===== src/rtl/dp_grant_sched.sv =====
// Purpose : collects request pulses into a sticky pending vector and issues the dual-priority encoder's top two codes as sequential grants.
// Latency : request at edge k shows in pend after k; first grant offered after edge k+1; one IDLE cycle separates consecutive pairs.
// Backpr. : valid/ready grant; gnt_code/gnt_last hold while gnt_ready=0 (optional watchdog abandons a stalled grant).
//
// Ports:
//   clk, reset      rising-edge clock, asynchronous active-high reset
//   req_in          request pulses/levels, bit i requests code i+1
//   pend            registered pending vector, drives encoder req
//   first, second   encoder top-two codes of pend (0 = none, >REQ_W ignored)
//   gnt_valid/gnt_code/gnt_last/gnt_ready   grant handshake
//   busy            pair in progress
//   timeout         watchdog expiry pulse (only with DP_SCHED_TIMEOUT_EN)
//
// Build option: define DP_SCHED_TIMEOUT_EN to add the grant watchdog and the
// timeout port; TIMEOUT is only used in that build.
module dp_grant_sched #(
    parameter int REQ_W   = 12,
    parameter int CODE_W  = 4,
    parameter int TIMEOUT = 16
) (
    input  logic              clk,
    input  logic              reset,
    input  logic [REQ_W-1:0]  req_in,
    output logic [REQ_W-1:0]  pend,
    input  logic [CODE_W-1:0] first,
    input  logic [CODE_W-1:0] second,
    output logic              gnt_valid,
    output logic [CODE_W-1:0] gnt_code,
    output logic              gnt_last,
    input  logic              gnt_ready,
    output logic              busy
`ifdef DP_SCHED_TIMEOUT_EN
    ,
    output logic              timeout
`endif
);

    typedef enum logic [1:0] {
        IDLE = 2'd0,
        GNT1 = 2'd1,
        GNT2 = 2'd2
    } state_t;

    localparam logic [CODE_W-1:0] MAX_CODE = CODE_W'(REQ_W);

    state_t            state, state_nxt;
    logic [REQ_W-1:0]  pend_nxt;
    logic [REQ_W-1:0]  clr_mask;
    logic [CODE_W-1:0] snap1, snap2;
    logic [CODE_W-1:0] snap1_nxt, snap2_nxt;
    logic [CODE_W-1:0] code_nxt;
    logic              vld_nxt, last_nxt;
    logic              xfer;
    logic              first_ok, second_ok;

`ifdef DP_SCHED_TIMEOUT_EN
    localparam logic [7:0] WDOG_LAST = 8'(TIMEOUT - 1);
    logic [7:0] wdog, wdog_nxt;
    logic       timeout_nxt;
`endif

    // Codes outside 1..REQ_W from the encoder are treated as "none".
    assign first_ok  = (first  != '0) && (first  <= MAX_CODE);
    assign second_ok = (second != '0) && (second <= MAX_CODE);
    assign xfer      = gnt_valid && gnt_ready;

    // State and datapath registers.
    always_ff @(posedge clk or posedge reset) begin
        if (reset) begin
            state     <= IDLE;
            pend      <= '0;
            snap1     <= '0;
            snap2     <= '0;
            gnt_valid <= 1'b0;
            gnt_code  <= '0;
            gnt_last  <= 1'b0;
`ifdef DP_SCHED_TIMEOUT_EN
            wdog      <= '0;
            timeout   <= 1'b0;
`endif
        end else begin
            state     <= state_nxt;
            pend      <= pend_nxt;
            snap1     <= snap1_nxt;
            snap2     <= snap2_nxt;
            gnt_valid <= vld_nxt;
            gnt_code  <= code_nxt;
            gnt_last  <= last_nxt;
`ifdef DP_SCHED_TIMEOUT_EN
            wdog      <= wdog_nxt;
            timeout   <= timeout_nxt;
`endif
        end
    end

    // Next-state and next-datapath logic.
    always_comb begin
        state_nxt = state;
        snap1_nxt = snap1;
        snap2_nxt = snap2;
        vld_nxt   = gnt_valid;
        code_nxt  = gnt_code;
        last_nxt  = gnt_last;
        clr_mask  = '0;
`ifdef DP_SCHED_TIMEOUT_EN
        wdog_nxt    = '0;
        timeout_nxt = 1'b0;
`endif
        case (state)
            IDLE: begin
                // Snapshot the pair; it stays fixed until both grants finish.
                if ((pend != '0) && first_ok) begin
                    snap1_nxt = first;
                    snap2_nxt = second_ok ? second : '0;
                    code_nxt  = first;
                    vld_nxt   = 1'b1;
                    last_nxt  = !second_ok;
                    state_nxt = GNT1;
                end
            end
            GNT1, GNT2: begin
                if (xfer) begin
                    clr_mask = REQ_W'(1) << ((state == GNT1) ? (snap1 - CODE_W'(1))
                                                             : (snap2 - CODE_W'(1)));
                    if ((state == GNT1) && (snap2 != '0)) begin
                        code_nxt  = snap2;
                        last_nxt  = 1'b1;
                        state_nxt = GNT2;
                    end else begin
                        vld_nxt   = 1'b0;
                        code_nxt  = '0;
                        last_nxt  = 1'b0;
                        state_nxt = IDLE;
                    end
                end
`ifdef DP_SCHED_TIMEOUT_EN
                // Stalled grant: abandon it at the limit, leaving its bit pending.
                else if (wdog == WDOG_LAST) begin
                    vld_nxt     = 1'b0;
                    code_nxt    = '0;
                    last_nxt    = 1'b0;
                    timeout_nxt = 1'b1;
                    state_nxt   = IDLE;
                end else begin
                    wdog_nxt = wdog + 8'd1;
                end
`endif
            end
            default: begin
                state_nxt = IDLE;
                vld_nxt   = 1'b0;
                code_nxt  = '0;
                last_nxt  = 1'b0;
            end
        endcase
        // Set wins over clear on the same bit.
        pend_nxt = (pend & ~clr_mask) | req_in;
    end

    // Outputs derived from state.
    always_comb begin
        busy = (state != IDLE);
    end

endmodule

===== config.mk =====
export PLATFORM = sky130hd
export DESIGN_NAME = dp_grant_sched
export DESIGN_NICKNAME = d
export VERILOG_FILES = /design/src/rtl/dp_grant_sched.sv
export SDC_FILE = /design/constraint.sdc
export NUM_CORES = 1
export LEC_CHECK = 0
export BUFFER_PORTS_ARGS = -buffer_cell sky130_fd_sc_hd__buf_2
export CAP_MARGIN = 20
export CORE_ASPECT_RATIO = 0.75
export CORE_UTILIZATION = 40
export DETAILED_ROUTE_END_ITERATION = 8
export MAX_ROUTING_LAYER = met4
export PLACE_DENSITY = 0.75
export REMOVE_ABC_BUFFERS = 1
export SETUP_SLACK_MARGIN = 0.05
export SLEW_MARGIN = 15
export SYNTH_ARGS = -nofsm -noshare
export SYNTH_HDL_FRONTEND = slang
export SYNTH_SLANG_ARGS = --single-unit

===== constraint.sdc =====
create_clock -name clk -period 2 [get_ports clk]
set_input_delay 0.3 -clock clk [delete_from_list [all_inputs] [get_ports clk]]
set_output_delay 0.3 -clock clk [all_outputs]
set_load 0.005 [all_outputs]

======== After elaboration in Yosys (flattened, before gate mapping) ========
Index checks and enable logic that the tools add are counted.
storage, ports and cells
  output and inout bits ................... 19
  logic and storage cells ................. 56
  register bits after elaboration ......... 28
  input bits .............................. 23
cells by class
  $add $sub $neg .......................... 2
  shifts and indexed selects .............. 1
  equal/unequal tests ..................... 5
  reduce and logical (&&, ||, !) cells .... 16
  mux-type cells .......................... 20
  bitwise gates (word level) .............. 3
  order comparisons ....................... 2
operator list
  kind                                                                 number
  12-bit 2-to-1 mux                                                    2
  4-bit 2-to-1 mux                                                     5
  12-bit bitwise AND                                                   1
  12-bit inverter                                                      1
  12-bit OR                                                            1
  12-bit nonzero test                                                  1
  4-bit nonzero test                                                   3
  1-bit by 4-bit << shifter with 12-bit output (first input constant)  1
  4-bit <= comparator (second input constant)                          2
  4-bit case mux with 2 select lines                                   1
  4-bit by 1-bit subtractor with 4-bit output (second input constant)  2
  1-bit 2-to-1 mux                                                     6
  2-bit 2-to-1 mux                                                     3
  2-bit != test (second input constant)                                3
  1-bit logical AND                                                    5
  1-bit case mux with 2 select lines                                   2
  2-bit case mux with 2 select lines                                   1
  2-bit AND reduction                                                  2
  3-bit AND reduction                                                  1
  2-bit by 1-bit == test with 1-bit output (second input constant)     1
  2-bit == test (second input constant)                                1
  2-bit logical NOT                                                    1
  2-bit nonzero test                                                   1
  2-bit OR reduction                                                   1
  1-bit logical NOT                                                    1

======== Depth between registers and ports, before layout ========
  depth after elaboration ................. 8
  gate-level depth with buffers ........... 7
  gate-level depth less buffers ........... 6

======== Least setup slack after synthesis ========
OpenSTA, ideal clock, no wires.
  kind .................................... register to register
  start point ............................. register state[0]
  end point ............................... register gnt_code[0]
  data arrival time ....................... 1.691 ns
  stages on the path, launching flop included .. 7
  data required time ...................... 1.875 ns
  path slack .............................. 0.184 ns
  path through ............................ dfrtp_1 > inv_1 > ha_1 > a21bo_2 > nand3_2 > a2bb2oi_4 > mux2_2
on the way
  longest elaborated chain between the ends .. 5
RTL lines
  item                                      RTL line  source
  start, declared                           46        state_t state, state_nxt;
  start signal, assigned                    82        state <= state_nxt;
  2-bit by 1-bit == test with 1-bit output  109, 125
  1-bit logical AND                         125       if ((state == GNT1) && (snap2 != '0)) begin
  4-bit 2-to-1 mux                          125
  4-bit 2-to-1 mux                          122       if (xfer) begin
  4-bit case mux with 2 select lines        109       case (state)
  end signal, assigned                      87        gnt_code <= code_nxt;
  end, declared                             28        output logic [CODE_W-1:0] gnt_code,
Several ways; a longest one is shown, not always the timed one. The select of a mux whose other input is x is not followed.
A chain may end at the register's enable or synchronous reset.

======== Worst setup path after layout ========
  start point ............................. register state[0]
  end point ............................... register state[1]
on the way
  longest elaborated chain between the ends .. 5
RTL lines
  item                                      RTL line
  2-bit by 1-bit == test with 1-bit output  109, 125
  1-bit logical AND                         125
  2-bit 2-to-1 mux                          125
  2-bit 2-to-1 mux                          122
  2-bit case mux with 2 select lines        109
Several ways; a longest one is shown, not always the timed one. The select of a mux whose other input is x is not followed.

==> flow_summary.yaml <==
run_status:
  outcome: "finished, final reports clean"
synth:
  ys_seq_area_frac: 0.4803
  yosysTopAreaCell: "dfrtp_1"
  postSynthCellCount: 132
  synth_area_leaders: "dfrtp_1, mux2_2, a21o_1"
  synth_top_area_share: 0.4803
  ys_warn_count: 0
  syn_avg_cell_area_um2: 11.05
  synth-edff-count: 0
  ys_ff_latch: 28
  syn_area_mm2: 0.001459
  synthFlopType: "dfrtp_1"
  yosysUniqueCellTypes: 37
  async_reset_ff_frac: 1.000
clock_network:
  cts_tree: "built"
  clockBufferDepth: 2
  numClockSinks: 28
  numCtsBuffers: 3
  holdBufCountCts: 0
  clk_pin_slew_ps: 90
  clk_latency_ps: 280
  cts_root_buf: "clkbuf_8"
  htree_levels: 1
setup_path:
  worstReg2RegStart: "state[0]"
  startpoint: "state[0]"
  cp_slowest_cell: "dfrtp_2"
  r2r.worst_path.cells: 6
  cp_max_fo: 7
  r2r_slack_ps: 90
  cpPeakStageDelay_ps: 440
  endpoint_kind: "register"
  r2r-end: "state[1]"
  critical_path_required_ps: 2160
  arrival_ps: 2070
  crit_type: "register to register"
  worst_setup_path_start_kind: "register"
  path_cells: "inv_1 > ha_1 > a21bo_2 > nand3_2 > a2bb2oi_4 > mux2_2"
finish:
  fin_nets: 211
  syn2layout_area_growth_pct: 26.76
  drive_above_1_share: 0.4348
  diodes: 0
timing:
  worst_pin_slew_ps: 494.0
  timing.slew.headroom: 0.6696
  hold_slack_ps: 72.33
  rsz0062_at_grt: "false"
  setup_tns_ps: 0
  maxSlewViolCount: 0
  final_min_period_over_clock_period: 0.9575
  hold_viol_final: 0
  final.setup_skew_ps: 6.660
  min_period_ps: 1915
  clock.fmax_ghz: 0.5222
  finalSetupViolCount: 0
route:
  detail-route-antenna-nets: 0
  wirelength_mm: 3.789
  drtIter0Drc: 73
  avgRoutedWirePerCell_um: 16.92
  dr.pass1.iters: 4
  viasPerCell: 5.728
  route.detailed.drc: 0
  num_vias: 1283
global_routing:
  overflow: 0
  grt_max_degree: 29
  grt_usage: 0.2025
  grt_pass1_wl_mm: 5.609
  grt_pass1_vias: 1129
  antenna_found_initial: 0
pwr:
  power.density_mw_per_mm2: 1505
  sw_frac_of_total: 0.4039
  combPwrFrac: 0.540
  switchingPower_mw: 1.124
  pwr-share-seq: 0.336
  clockPowerShare: 0.124
  cellInternalPower_mw: 1.659
  leakage_nw: 0.7997
  ir_worst_vdd_uv: 607.0
job:
  drv_cap: 0
die:
  io_pins: 42
  num_rows: 18
  start_util: 0.4319
  coreArea_mm2: 0.003378
  die_area_mm2: 0.003895
  die_x_um: 71.74
  dieHeight_um: 54.30
worst_hold_path:
  hold_class: "input port to asynchronous set/reset pin"
placement:
  dpl.hpwl_mm: 2.837
  port_buffers: 41
  gp_congestion: 0.8347
cell usage in the layout (no fill, tap or decap), types with 2 or more instances in the layout:
cell type  count
o211ai_1       4
buf_2         41
inv_1          8
dfrtp_1       27
nor2_1         9
clkbuf_8       4
a32oi_1        4
ha_1           2
nand3_1        6
nor4_1         4
nor3_1         2
o21ai_0        2
mux2_2        13
and3_1         2
a21boi_0       2
buf_4          8
nand2_1        8
a31oi_1        3
mux2i_1        2
a21o_1         9
layout make-up:
type / instances / area, um2
tap: 40 / 50.05
fill: 288 / 1529
sequential: 28 / 701.9
multi-input combinational: 94 / 743.2
inverter: 9 / 33.78
clock buffer: 4 / 55.05
timing repair buffer: 49 / 265.3
through the flow:
stage | utilization | area (um2) | worst slack (ps) | total power [mW] | cells
5_1_grt | 0.5474 | 1849 | 59.89 | 2.939 | 224
3_5_place_dp | 0.5196 | 1755 | 3.482 | 2.297 | 218
3_3_place_gp | 0.5196 | 1755 | 103.6 | 2.213 | 218
2_1_floorplan | - | 1455 | 98.68 | 1.838 | 131
4_1_cts | 0.5367 | 1813 | 66.61 | 2.656 | 222
6_report | 0.5474 | 1849 | 85.01 | 2.783 | 224
flip-flops by register name (all words and copies together), names as in the netlist:
signal	flops
gnt_code	4
gnt_last	1
gnt_valid	1
pend	12
snap1	4
snap2	4
state	2
worst max-delay path by stage:
stage,to,slack [ps],depth (start not counted)
floorplan,pend[2],100,6
global placement,pend[3],100,6
detailed placement,pend[11],3,6
CTS,pend[8],70,6
global route,pend[3],60,6
finish,state[1],90,6
cells in the mapped netlist (2+ instances only):
library cell	instances
a21o_1	9
a32oi_1	4
inv_1	9
mux2i_1	3
ha_1	3
nor2_1	9
nand3_1	6
nor4_1	4
a21oi_1	2
o21ai_0	2
nor3_1	2
a31oi_1	3
o211ai_1	4
nand2_1	8
dfrtp_1	28
mux2_2	13
and3_1	2
a21boi_0	2
per-layer routing:
layer | GRT usage | part of all wire
met4 | 0.06209 | 0.018
met5 | - | 0
met2 | 0.3019 | 0.46
met3 | 0.04604 | 0.064
met1 | 0.2776 | 0.45
what timing repair did:
| action | in CTS | in global routing |
|---|---|---|
| endpoints found under the setup margin | 8 | 21 |
| setup buffers | 0 | 2 |
| gates resized for setup | 1 | 6 |
| pin swaps | 0 | 2 |
| cloned | 0 | 0 |
worst max-delay path, delay by kind of cell, from the launching register on:
kind,cells,cell delay (ps)
muxes,1,380
buffers and inverters,1,60
DFF,1,440
AOI/OAI and AO/OA,2,530
and+or+nand+nor,1,90
adders and majority gates,1,300
power by group through the flow:
stage	Clock (mW)	Sequential, mW	Combinational, mW
6_report	0.346	0.934	1.50
5_1_grt	0.373	0.960	1.60
4_1_cts	0.357	0.907	1.39
3_5_place_dp	0	0.914	1.38
3_3_place_gp	0	0.898	1.31
2_1_floorplan	0	0.873	0.965
cells by family after synthesis:
kind of cell    synth area share
simple gates              0.1672
compound gates            0.1801
flops                     0.4803
mux                       0.1209
buf+inv                  0.02572
fa+ha+maj                0.02573
Power figures use the tool's default switching activity.
